===== src/rtl/time_set_ctrl.sv =====
// time_set_ctrl: mode/sequencing controller for the sec/min/hr BCD counter chain.
// In RUN, ticks and carries become registered one-cycle step pulses. In the
// SET modes, ripple is gated and the selected field is stepped from key_inc,
// with hold-to-repeat on hours and minutes, plus a blink phase for the display.
// Optional feature macro: AUTO_EXIT_EN (return to RUN after TIMEOUT_TICKS
// ticks with no key activity while setting).
module time_set_ctrl #(
  parameter logic [15:0] HOLD_CYCLES   = 16'd500,
  parameter logic [15:0] REPEAT_CYCLES = 16'd100,
  parameter logic [15:0] BLINK_DIV     = 16'd250,
  parameter logic [5:0]  TIMEOUT_TICKS = 6'd30
) (
  input  logic       clk,
  input  logic       rst_n,
  input  logic       tick,
  input  logic       key_mode,
  input  logic       key_inc,
  input  logic       sec_carry,
  input  logic       min_carry,
  output logic       sec_step,
  output logic       min_step,
  output logic       hr_step,
  output logic       sec_clr,
  output logic [1:0] mode,
  output logic       blink
);

  typedef enum logic [1:0] {
    MODE_RUN     = 2'd0,
    MODE_SET_HR  = 2'd1,
    MODE_SET_MIN = 2'd2,
    MODE_SET_SEC = 2'd3
  } mode_t;

  mode_t       mode_reg, mode_next;
  logic        mode_q_reg, inc_q_reg;
  logic        mode_rise, inc_rise;
  logic        sec_step_reg, sec_step_next;
  logic        min_step_reg, min_step_next;
  logic        hr_step_reg, hr_step_next;
  logic        sec_clr_reg, sec_clr_next;
  logic        blink_reg, blink_next;
  logic [15:0] blink_cnt_reg, blink_cnt_next;
  logic [15:0] hold_cnt_reg, hold_cnt_next;
  logic [15:0] rep_cnt_reg, rep_cnt_next;
  logic        rep_phase_reg, rep_phase_next;
  logic        timeout_hit;
  logic        mode_change;
  logic        step_req;

  assign mode_rise = key_mode & ~mode_q_reg;
  assign inc_rise  = key_inc & ~inc_q_reg;

`ifdef AUTO_EXIT_EN
  logic [5:0] to_cnt_reg, to_cnt_next;

  assign timeout_hit = (mode_reg != MODE_RUN) && (to_cnt_reg == TIMEOUT_TICKS);

  // Idle-tick counter: saturates at the timeout, restarts on any key rise or mode change.
  always_comb begin
    to_cnt_next = to_cnt_reg;
    if (mode_reg == MODE_RUN || mode_rise || timeout_hit || inc_rise) begin
      to_cnt_next = 6'd0;
    end else if (tick && to_cnt_reg != TIMEOUT_TICKS) begin
      to_cnt_next = to_cnt_reg + 6'd1;
    end
  end

  // Idle-tick counter register.
  always_ff @(posedge clk or negedge rst_n) begin
    if (!rst_n) begin
      to_cnt_reg <= 6'd0;
    end else begin
      to_cnt_reg <= to_cnt_next;
    end
  end
`else
  logic [5:0] unused_timeout;
  assign unused_timeout = TIMEOUT_TICKS;
  assign timeout_hit    = 1'b0;
`endif

  assign mode_change = mode_rise | timeout_hit;

  // Next mode, step/clear pulses, auto-repeat and blink sequencing.
  always_comb begin
    mode_next      = mode_reg;
    sec_step_next  = 1'b0;
    min_step_next  = 1'b0;
    hr_step_next   = 1'b0;
    sec_clr_next   = 1'b0;
    blink_next     = blink_reg;
    blink_cnt_next = blink_cnt_reg;
    hold_cnt_next  = hold_cnt_reg;
    rep_cnt_next   = rep_cnt_reg;
    rep_phase_next = rep_phase_reg;
    step_req       = 1'b0;

    if (mode_rise) begin
      case (mode_reg)
        MODE_RUN:     mode_next = MODE_SET_HR;
        MODE_SET_HR:  mode_next = MODE_SET_MIN;
        MODE_SET_MIN: mode_next = MODE_SET_SEC;
        default:      mode_next = MODE_RUN;
      endcase
    end else if (timeout_hit) begin
      mode_next = MODE_RUN;
    end

    if (mode_reg == MODE_RUN) begin
      // Plain ripple: the counters see the inputs one cycle later, unmodified.
      sec_step_next  = tick;
      min_step_next  = sec_carry;
      hr_step_next   = min_carry;
      blink_next     = 1'b0;
      blink_cnt_next = 16'd0;
      hold_cnt_next  = 16'd0;
      rep_cnt_next   = 16'd0;
      rep_phase_next = 1'b0;
    end else if (mode_change) begin
      // Mode change wins over a simultaneous key_inc; everything restarts.
      blink_next     = 1'b0;
      blink_cnt_next = 16'd0;
      hold_cnt_next  = 16'd0;
      rep_cnt_next   = 16'd0;
      rep_phase_next = 1'b0;
    end else begin
      step_req = inc_rise;
      if (mode_reg == MODE_SET_HR || mode_reg == MODE_SET_MIN) begin
        if (!key_inc) begin
          hold_cnt_next  = 16'd0;
          rep_cnt_next   = 16'd0;
          rep_phase_next = 1'b0;
        end else if (!rep_phase_reg) begin
          if (hold_cnt_reg == HOLD_CYCLES - 16'd1) begin
            step_req       = 1'b1;
            rep_phase_next = 1'b1;
            rep_cnt_next   = 16'd0;
          end else begin
            hold_cnt_next = hold_cnt_reg + 16'd1;
          end
        end else if (rep_cnt_reg == REPEAT_CYCLES - 16'd1) begin
          step_req     = 1'b1;
          rep_cnt_next = 16'd0;
        end else begin
          rep_cnt_next = rep_cnt_reg + 16'd1;
        end
      end

      case (mode_reg)
        MODE_SET_HR:  hr_step_next  = step_req;
        MODE_SET_MIN: min_step_next = step_req;
        default:      sec_clr_next  = step_req;
      endcase

      // A change restarts the half-period with the field shown.
      if (step_req) begin
        blink_next     = 1'b0;
        blink_cnt_next = 16'd0;
      end else if (blink_cnt_reg == BLINK_DIV - 16'd1) begin
        blink_next     = ~blink_reg;
        blink_cnt_next = 16'd0;
      end else begin
        blink_cnt_next = blink_cnt_reg + 16'd1;
      end
    end
  end

  // State, key history and registered outputs.
  always_ff @(posedge clk or negedge rst_n) begin
    if (!rst_n) begin
      mode_reg      <= MODE_RUN;
      mode_q_reg    <= 1'b0;
      inc_q_reg     <= 1'b0;
      sec_step_reg  <= 1'b0;
      min_step_reg  <= 1'b0;
      hr_step_reg   <= 1'b0;
      sec_clr_reg   <= 1'b0;
      blink_reg     <= 1'b0;
      blink_cnt_reg <= 16'd0;
      hold_cnt_reg  <= 16'd0;
      rep_cnt_reg   <= 16'd0;
      rep_phase_reg <= 1'b0;
    end else begin
      mode_reg      <= mode_next;
      mode_q_reg    <= key_mode;
      inc_q_reg     <= key_inc;
      sec_step_reg  <= sec_step_next;
      min_step_reg  <= min_step_next;
      hr_step_reg   <= hr_step_next;
      sec_clr_reg   <= sec_clr_next;
      blink_reg     <= blink_next;
      blink_cnt_reg <= blink_cnt_next;
      hold_cnt_reg  <= hold_cnt_next;
      rep_cnt_reg   <= rep_cnt_next;
      rep_phase_reg <= rep_phase_next;
    end
  end

  assign sec_step = sec_step_reg;
  assign min_step = min_step_reg;
  assign hr_step  = hr_step_reg;
  assign sec_clr  = sec_clr_reg;
  assign mode     = mode_reg;
  assign blink    = blink_reg;

endmodule

===== config.mk =====
export PLATFORM = sky130hd
export DESIGN_NAME = time_set_ctrl
export DESIGN_NICKNAME = d
export VERILOG_FILES = /design/src/rtl/time_set_ctrl.sv
export SDC_FILE = /design/constraint.sdc
export NUM_CORES = 1
export LEC_CHECK = 0
export CORE_MARGIN = 2
export CORE_UTILIZATION = 25
export CTS_BUF_LIST = sky130_fd_sc_hd__clkbuf_2 sky130_fd_sc_hd__clkbuf_4 sky130_fd_sc_hd__clkbuf_8
export CTS_CLUSTER_SIZE = 14
export DETAILED_ROUTE_END_ITERATION = 12
export HOLD_SLACK_MARGIN = 0.12
export SETUP_SLACK_MARGIN = 0.1
export SYNTH_ARGS = -nofsm -noshare
export SYNTH_HDL_FRONTEND = slang
export SYNTH_SLANG_ARGS = --single-unit

===== constraint.sdc =====
create_clock -name clk -period 5.15 [get_ports clk]
set_input_delay 1.03 -clock clk [delete_from_list [all_inputs] [get_ports clk]]
set_output_delay 1.03 -clock clk [all_outputs]
set_load 0.05 [all_outputs]

==> impl_metrics.json, run 1 <==
{
  "rows": 43,
  "cp-end-kind": "register",
  "total_power_w": 0.00138,
  "port_buffers": 13,
  "routedWlPerCell_um": 13.9,
  "critical_path.max_fanout": 15,
  "synthCells": 362,
  "max_freq_mhz": 338,
  "maxSlewViolCount": 0,
  "dp_hpwl_um": 4910,
  "p_leak_nw": 1.42,
  "clockBufferDepth": 2,
  "ys_dominant_reg_cell": "dfrtp_1",
  "startpoint_type": "primary input",
  "skew_ps": 9.58,
  "cts_tree": "done",
  "nNetsFinal": 376,
  "power_frac_comb": 0.321,
  "layout_setup_ws_ps": 2200,
  "cts.sinks": 58,
  "post-place-ws_ps": 1850,
  "clkTransAtPathRegs_ps": 70,
  "postCtsHoldBufs": 0,
  "synth.distinct_cells": 50,
  "gp_congestion": 0.802,
  "ant_nets": 0,
  "cts_root_buf": "clkbuf_8",
  "synth_edf_count": 0,
  "layout_commonest_cell": "dfrtp_1",
  "drc_errors": 0,
  "multi_input_area_um2": 1800,
  "grt_antenna_before_repair": 0,
  "cts-resized-gates": 0,
  "synth_nets": 376,
  "ys_warn_count": 0,
  "ys_ff_latch": 58,
  "hp-class": "reg2reg",
  "htreeDepth": 3,
  "critical_path_required_ps": 5400,
  "timing.hold.ws_ps": 517,
  "die_w_um": 123,
  "vias": 2793,
  "fin_crit_sh": 0.574,
  "globalRouteTotalUtil": 0.111,
  "syn_avg_cell_area_um2": 9.71,
  "antenna_cells": 0,
  "irDropWorstVdd_mv": 0.168,
  "start_util": 0.254,
  "p_sw_w": 0.000507,
  "wirelength_um": 7590,
  "gr-total-overflow": 0,
  "r2r_slack_ps": 2500,
  "insertion_delay_ps": 350,
  "syn_area_um2": 3520,
  "p_int_w": 0.000870,
  "register_area_um2": 1450,
  "p_per_area_nw_per_um2": 353,
  "dieArea_um2": 15000,
  "rsz0062_at_grt": "false",
  "cts_setup_buffers": 0,
  "fill_cells": 1425,
  "final_cell_mix": "dfrtp_1 (58), nand4_1 (29), inv_1 (23), nand2_1 (23), nand3_1 (20)",
  "drtIter0Drc": 127,
  "postLayoutCoreUtil": 0.282,
  "cts_buffers": 9,
  "hold_violations": 0,
  "worstSetupPathType": "in2reg",
  "setup_violations": 0,
  "drt_pass1_iterations": 4,
  "maxCapViolCount": 0,
  "pwr-share-clk": 0.310,
  "vias_per_cell": 5.11,
  "cp.arrival_ps": 3210,
  "grt_max_degree": 59,
  "drive_above_1_share": 0.0899,
  "core_region_area_um2": 13800,
  "status": "finished clean",
  "grt_pass1_wl_um": 13300,
  "grt_pass1_vias": 2721,
  "power_frac_seq": 0.369,
  "slew_headroom": 0.353,
  "worstMarginPinSlew_ps": 963,
  "netSwitchingFraction": 0.368,
  "yosysSeqAreaShare": 0.413,
  "synthArstFlopShare": 1.00,
  "min_period_ps": 2950,
  "die_y_um": 123,
  "setup_tns_ps": 0,
  "area_delta_synth_final_pct": 10.9,
  "io_pins": 14
}
critical path, cell delays in order:
cell and delay (ps):
clkdlybuf4s50_1 730, and4_1 630, nand2_1 490, o221ai_1 320
layer usage:
| layer | GRT usage | up-vias | share of wire |
|---|---|---|---|
| met5 | 0 | - | 0 |
| met4 | 0.0510 | 0 | 0.017 |
| met3 | 0.0274 | 10 | 0.036 |
| met2 | 0.170 | 37 | 0.47 |
| met1 | 0.146 | 1368 | 0.48 |
| li1 | - | 1378 | - |
power groups by stage:
| stage | registers [W] | logic (W) | clock network (W) |
|---|---|---|---|
| global placement | 0.000516 | 0.000433 | 0 |
| finish | 0.000509 | 0.000442 | 0.000427 |
| CTS | 0.000509 | 0.000446 | 0.000440 |
| global route | 0.000515 | 0.000486 | 0.000459 |
| detailed placement | 0.000517 | 0.000447 | 0 |
| floorplan | 0.000575 | 0.000318 | 0 |
synthesized netlist by cell type, drive strengths merged (2+ instances only):
cell type,n,area (µm²)
ha,7,87.6
clkbuf,10,37.5
nor3,17,85.1
nand3,20,100
a31oi,2,12.5
buf,16,138
o22ai,2,25.0
nand2,23,86.3
nor3b,2,15.0
xnor2,4,35.0
a32o,2,20.0
or4,13,97.6
dfrtp,58,1450
a21oi,2,10.0
a21boi,10,75.1
nor4,8,50.1
o211ai,2,15.0
nand3b,2,15.0
a31o,2,17.5
and2,2,12.5
xor2,10,87.6
o21ai,9,45.0
mux2i,6,60.1
and3,3,18.8
nor4b,10,87.6
inv,23,86.3
nand2b,11,71.3
and4,9,81.3
nor2,7,26.3
nor2b,6,37.5
o31ai,12,90.1
o221ai,12,149
nand4,29,181
path summary, 6_finish.rpt:
check                                      start           endpoint  cells past startpoint
worst max register to register           mode[1]    rep_cnt_reg[13]                      6
worst max-delay path                     key_inc     rep_cnt_reg[2]                      4
worst min-delay path            blink_cnt_reg[0]   blink_cnt_reg[0]                      1
max in group asynchronous                  rst_n   hold_cnt_reg[13]                      2
worst min register to register  blink_cnt_reg[0]   blink_cnt_reg[0]                      1
min in group asynchronous                  rst_n  blink_cnt_reg[14]                      2
layout make-up:
| class | instances | area share |
|---|---|---|
| clock inverter | 3 | 0.0103 |
| tap | 180 | 0.0577 |
| multi-input combinational | 255 | 0.462 |
| timing repair buffer | 15 | 0.0359 |
| sequential | 58 | 0.372 |
| inverter | 23 | 0.0221 |
| clock buffer | 13 | 0.0395 |
through the flow:
step                      area (µm²)  instances
after global placement          3710        531
final                           3900        547
after detailed placement        3710        531
after global routing            3900        547
after floorplan                 3520        362
after CTS                       3900        547
cells by family after synthesis:
kind of cell	count (synthesis)	synth area share
mux	6	0.0171
buf+inv	49	0.0744
flops	58	0.413
xor+xnor	14	0.0349
simple gates	166	0.284
fa+ha+maj	7	0.0249
compound gates	62	0.152
Note: power is estimated with default switching activity, not from simulation.
==> run 2: changes to the inputs <==
==> constraint.sdc (replaced) <==
create_clock -name clk -period 3 [get_ports clk]
set_input_delay 0.6 -clock clk [delete_from_list [all_inputs] [get_ports clk]]
set_output_delay 0.6 -clock clk [all_outputs]
set_load 0.05 [all_outputs]
==> impl_metrics.json, run 2 (synthesized netlist as in run 1, its figures left out) <==
{
  "status": "finished clean",
  "power_frac_seq": 0.357,
  "cts_buffers": 9,
  "cp-endpoint": "blink_cnt_reg[5]",
  "max_freq_mhz": 438,
  "area_delta_synth_final_pct": 13.0,
  "drtIter0Drc": 158,
  "vias_per_cell": 5.16,
  "maxCapViolCount": 0,
  "cp.arrival_ps": 2520,
  "rsz0062_at_grt": "false",
  "cts_tree": "done",
  "p_per_area_nw_per_um2": 617,
  "critical_path.max_fanout": 10,
  "postCtsHoldBufs": 0,
  "postLayoutCoreUtil": 0.287,
  "irDropWorstVdd_mv": 0.303,
  "gp_congestion": 0.771,
  "dieArea_um2": 15000,
  "total_power_w": 0.00245,
  "skew_ps": 11.7,
  "grt_antenna_before_repair": 0,
  "timing.rr.end": "blink_cnt_reg[5]",
  "pwr-share-clk": 0.315,
  "core_region_area_um2": 13800,
  "critical_path.slowest_cell": "clkdlybuf4s50_1",
  "startpoint_type": "primary input",
  "p_sw_w": 0.000885,
  "htreeDepth": 3,
  "maxSlewViolCount": 0,
  "worstMarginPinSlew_ps": 660,
  "setup_tns_ps": 0,
  "fin_crit_sh": 0.760,
  "cp-startpoint": "key_mode",
  "cts_setup_buffers": 0,
  "routedWlPerCell_um": 14.5,
  "setup_violations": 0,
  "worstPathCellList": "clkdlybuf4s50_1 > and2b_1 > nor2_1 > nand2_1 > buf_4 > nor4b_1",
  "wirelength_um": 8020,
  "drive_above_1_share": 0.107,
  "antenna_cells": 0,
  "multi_input_area_um2": 1800,
  "critical_path_required_ps": 3240,
  "vias": 2861,
  "drt_pass1_iterations": 4,
  "r2r_slack_ps": 900,
  "netSwitchingFraction": 0.361,
  "cp-end-kind": "register",
  "grt_max_degree": 29,
  "clkTransAtPathRegs_ps": 70,
  "cts.sinks": 58,
  "slew_headroom": 0.560,
  "dp_hpwl_um": 5430,
  "cts-resized-gates": 0,
  "rows": 43,
  "nNetsFinal": 383,
  "p_int_w": 0.00157,
  "die_y_um": 123,
  "start_util": 0.254,
  "hp-class": "in2async",
  "p_leak_nw": 1.46,
  "gr-total-overflow": 0,
  "layout_commonest_cell": "dfrtp_1",
  "r2r-start": "mode[0]",
  "cts_root_buf": "clkbuf_8",
  "die_w_um": 123,
  "r2r.worst_path.cells": 6,
  "fill_cells": 1418,
  "grt_pass1_wl_um": 14600,
  "port_buffers": 13,
  "final_cell_mix": "dfrtp_1 (58), nand4_1 (29), inv_1 (23), nand2_1 (23), nand3_1 (20)",
  "min_period_ps": 2280,
  "grt_pass1_vias": 3001,
  "hold_violations": 0,
  "ant_nets": 0,
  "globalRouteTotalUtil": 0.122,
  "slowest_delay_ps": 470,
  "insertion_delay_ps": 340,
  "power_frac_comb": 0.328,
  "register_area_um2": 1450,
  "timing.hold.ws_ps": 281,
  "drc_errors": 0,
  "io_pins": 14,
  "clockBufferDepth": 2,
  "worstSetupPathType": "in2reg"
}
-- run 2: changes by cell type in the layout (fill, tap and decap cells not counted), sizes merged --
cell,change
buf,+7
clkbuf,-1
clkinv,+1
-- run 2: how the worst min path moves through the flow --
stage | endpoint | start | cells past startpoint
after detailed placement | blink_cnt_reg[0] | blink_cnt_reg[0] | 1
after CTS | blink_cnt_reg[8] | rst_n | 1
after global routing | blink_cnt_reg[5] | rst_n | 1
after floorplan | blink | rst_n | 0
after global placement | blink_cnt_reg[0] | blink_cnt_reg[0] | 1
final | blink_cnt_reg[13] | rst_n | 1
-- run 2: worst max-delay path, delay by kind of cell --
kind | cells | cell delay [ps]
and+or+nand+nor | 4 | 1180
buffers and inverters | 2 | 730
-- run 2: final cells by class --
class | count | share of cell area
Timing Repair Buffer | 22 | 0.0485
Tap cell | 180 | 0.0567
Sequential cell | 58 | 0.365
Multi-Input combinational cell | 255 | 0.454
Inverter | 23 | 0.0217
Clock buffer | 12 | 0.0416
Clock inverter | 4 | 0.0123
-- run 2: routing by layer --
| metal | part of all wire | up-vias | GRT usage |
|---|---|---|---|
| li1 | - | 1387 | - |
| met1 | 0.47 | 1414 | 0.153 |
| met4 | 0.010 | 0 | 0.0438 |
| met3 | 0.035 | 10 | 0.0330 |
| met2 | 0.49 | 50 | 0.200 |
| met5 | 0 | - | 0 |
-- run 2: stage by stage --
stage                     instance area [µm²]  worst slack, ps  std cells
after floorplan                          3520              810        362
after global routing                     3970              570        554
after CTS                                3970              764        554
after detailed placement                 3760              398        538
after global placement                   3760              494        538
final                                    3970              719        554
-- run 2: power groups by stage --
stage	registers [W]	clock network (W)	logic, W
2_1_floorplan	0.000988	0	0.000546
3_3_place_gp	0.000887	0	0.000797
3_5_place_dp	0.000890	0	0.000810
4_1_cts	0.000875	0.000796	0.000811
5_1_grt	0.000885	0.000839	0.000888
6_report	0.000875	0.000771	0.000805
==> run 3: changes to the inputs <==
==> constraint.sdc (replaced) <==
create_clock -name clk -period 1.8 [get_ports clk]
set_input_delay 0.36 -clock clk [delete_from_list [all_inputs] [get_ports clk]]
set_output_delay 0.36 -clock clk [all_outputs]
set_load 0.05 [all_outputs]
==> impl_metrics.json, run 3 (synthesized netlist as in run 1, its figures left out) <==
{
  "clockBufferDepth": 2,
  "timing.rr.end": "blink_cnt_reg[6]",
  "io_pins": 14,
  "slew_headroom": 0.666,
  "worstMarginPinSlew_ps": 501,
  "r2r.worst_path.cells": 7,
  "critical_path_required_ps": 2050,
  "postLayoutCoreUtil": 0.357,
  "vias": 3167,
  "cts.sinks": 58,
  "drt_pass1_iterations": 4,
  "antenna_cells": 0,
  "start_util": 0.254,
  "grt_max_degree": 59,
  "finalNonFillerCells": 626,
  "drive_above_1_share": 0.381,
  "critical_path.max_fanout": 7,
  "drc_errors": 0,
  "fin_crit_sh": 0.987,
  "dp_hpwl_um": 5890,
  "insertion_delay_ps": 350,
  "startpoint_type": "register",
  "ant_nets": 0,
  "grt_pass1_wl_um": 14900,
  "min_period_ps": 1780,
  "layout_setup_ws_ps": 24.1,
  "cts_buffers": 9,
  "holdPathStages": 1,
  "p_leak_nw": 1.96,
  "globalRouteTotalUtil": 0.124,
  "vias_per_cell": 5.06,
  "wirelength_um": 9400,
  "core_region_area_um2": 13800,
  "irDropWorstVdd_mv": 0.415,
  "stdcell_area_um2": 4940,
  "holdPathEnd": "mode_q_reg",
  "max_freq_mhz": 563,
  "maxSlewViolCount": 0,
  "place_area_um2": 4180,
  "maxCapViolCount": 0,
  "setup_violations": 0,
  "drtIter0Drc": 159,
  "final_cell_mix": "buf_4 (70), dfrtp_1 (56), nand4_1 (29), inv_1 (20), nand2_1 (19)",
  "htreeDepth": 3,
  "r2r_slack_ps": 20,
  "hp-class": "in2reg",
  "grt_antenna_before_repair": 0,
  "cts_root_buf": "clkbuf_8",
  "layout_commonest_cell": "buf_4",
  "nNetsFinal": 455,
  "r2r-start": "hold_cnt_reg[0]",
  "die_y_um": 123,
  "place_inst": 589,
  "cp.arrival_ps": 2020,
  "clkTransAtPathRegs_ps": 70,
  "timing.hold.ws_ps": 524,
  "p_per_area_nw_per_um2": 1010,
  "rsz0062_at_grt": "true",
  "grt_pass1_vias": 3090,
  "post-place-ws_ps": -268,
  "status": "finished clean",
  "gr-total-overflow": 0,
  "area_delta_synth_final_pct": 40.5,
  "rows": 43,
  "port_buffers": 13,
  "skew_ps": 10.9,
  "die_w_um": 123,
  "worstSetupPathType": "reg2reg",
  "cts_tree": "done",
  "gp_congestion": 0.818,
  "cp-end-kind": "register",
  "hold_violations": 0,
  "holdCritStartpoint": "key_mode",
  "dieArea_um2": 15000,
  "routedWlPerCell_um": 15.0
}
[run 3: cell types whose count changed in the layout (fill, tap and decap cells not counted), sizes merged]
cell           before  now
buf                10   85
clkdlybuf4s15       0    1
a21o                1    2
clkdlybuf4s50      12    5
dlygate4sd3         0    1
clkbuf             12   15
clkinv              3    1
[run 3: how the worst max path moves through the flow]
stage               cells after the start            start                 to
floorplan                               7          mode[0]   hold_cnt_reg[13]
global placement                        4          key_inc    rep_cnt_reg[15]
detailed placement                      7         key_mode  blink_cnt_reg[11]
CTS                                     7  hold_cnt_reg[0]     rep_cnt_reg[1]
global route                            7  hold_cnt_reg[0]   blink_cnt_reg[0]
finish                                  7  hold_cnt_reg[0]   blink_cnt_reg[6]
[run 3: layout make-up]
class | instances | area (µm²)
clock inverter | 2 | 35.0
fill | 1367 | 8890
inverter | 23 | 88.8
clock buffer | 14 | 174
sequential | 58 | 1450
tap | 180 | 225
timing repair buffer | 93 | 830
multi-input combinational | 256 | 2130
[run 3: critical path, cell delays in order, from the launching register on]
cell and delay, ps:
dfrtp_1 390, ha_2 210, nor4b_4 130, and4_4 200, buf_12 130, o2bb2ai_4 160
clkbuf_16 180, nor4b_4 260
[run 3: stage by stage]
| stage | power (W) | setup TNS (ps) |
|---|---|---|
| finish | 0.00500 | 0 |
| global route | 0.00525 | -390 |
| CTS | 0.00467 | 0 |
| detailed placement | 0.00312 | -7850 |
| global placement | 0.00309 | -5920 |
| floorplan | 0.00266 | -247 |
[run 3: what timing repair did]
item	in CTS	in global routing
setup buffers	10	3
pin swaps	4	19
hold buffers	1	0
gates resized for setup	18	55
gates cloned	1	6
endpoints found under the hold margin	58	0
setup endpoints to repair	43	49
[run 3: power by group]
group | switching [W] | total [W] | internal, W | leakage [nW]
clock | 0.000538 | 0.00130 | 0.000760 | 0.111
sequential | 0.0000659 | 0.00146 | 0.00139 | 0.795
combinational | 0.00120 | 0.00224 | 0.00104 | 1.06
total | 0.00180 | 0.00500 | 0.00319 | 1.96
[run 3: metal layers]
metal	global-route usage	up-vias	part of all wire
met5	0	-	0
met4	0.0431	0	0.020
met1	0.158	1568	0.45
met3	0.0321	17	0.033
met2	0.204	46	0.50
li1	-	1536	-
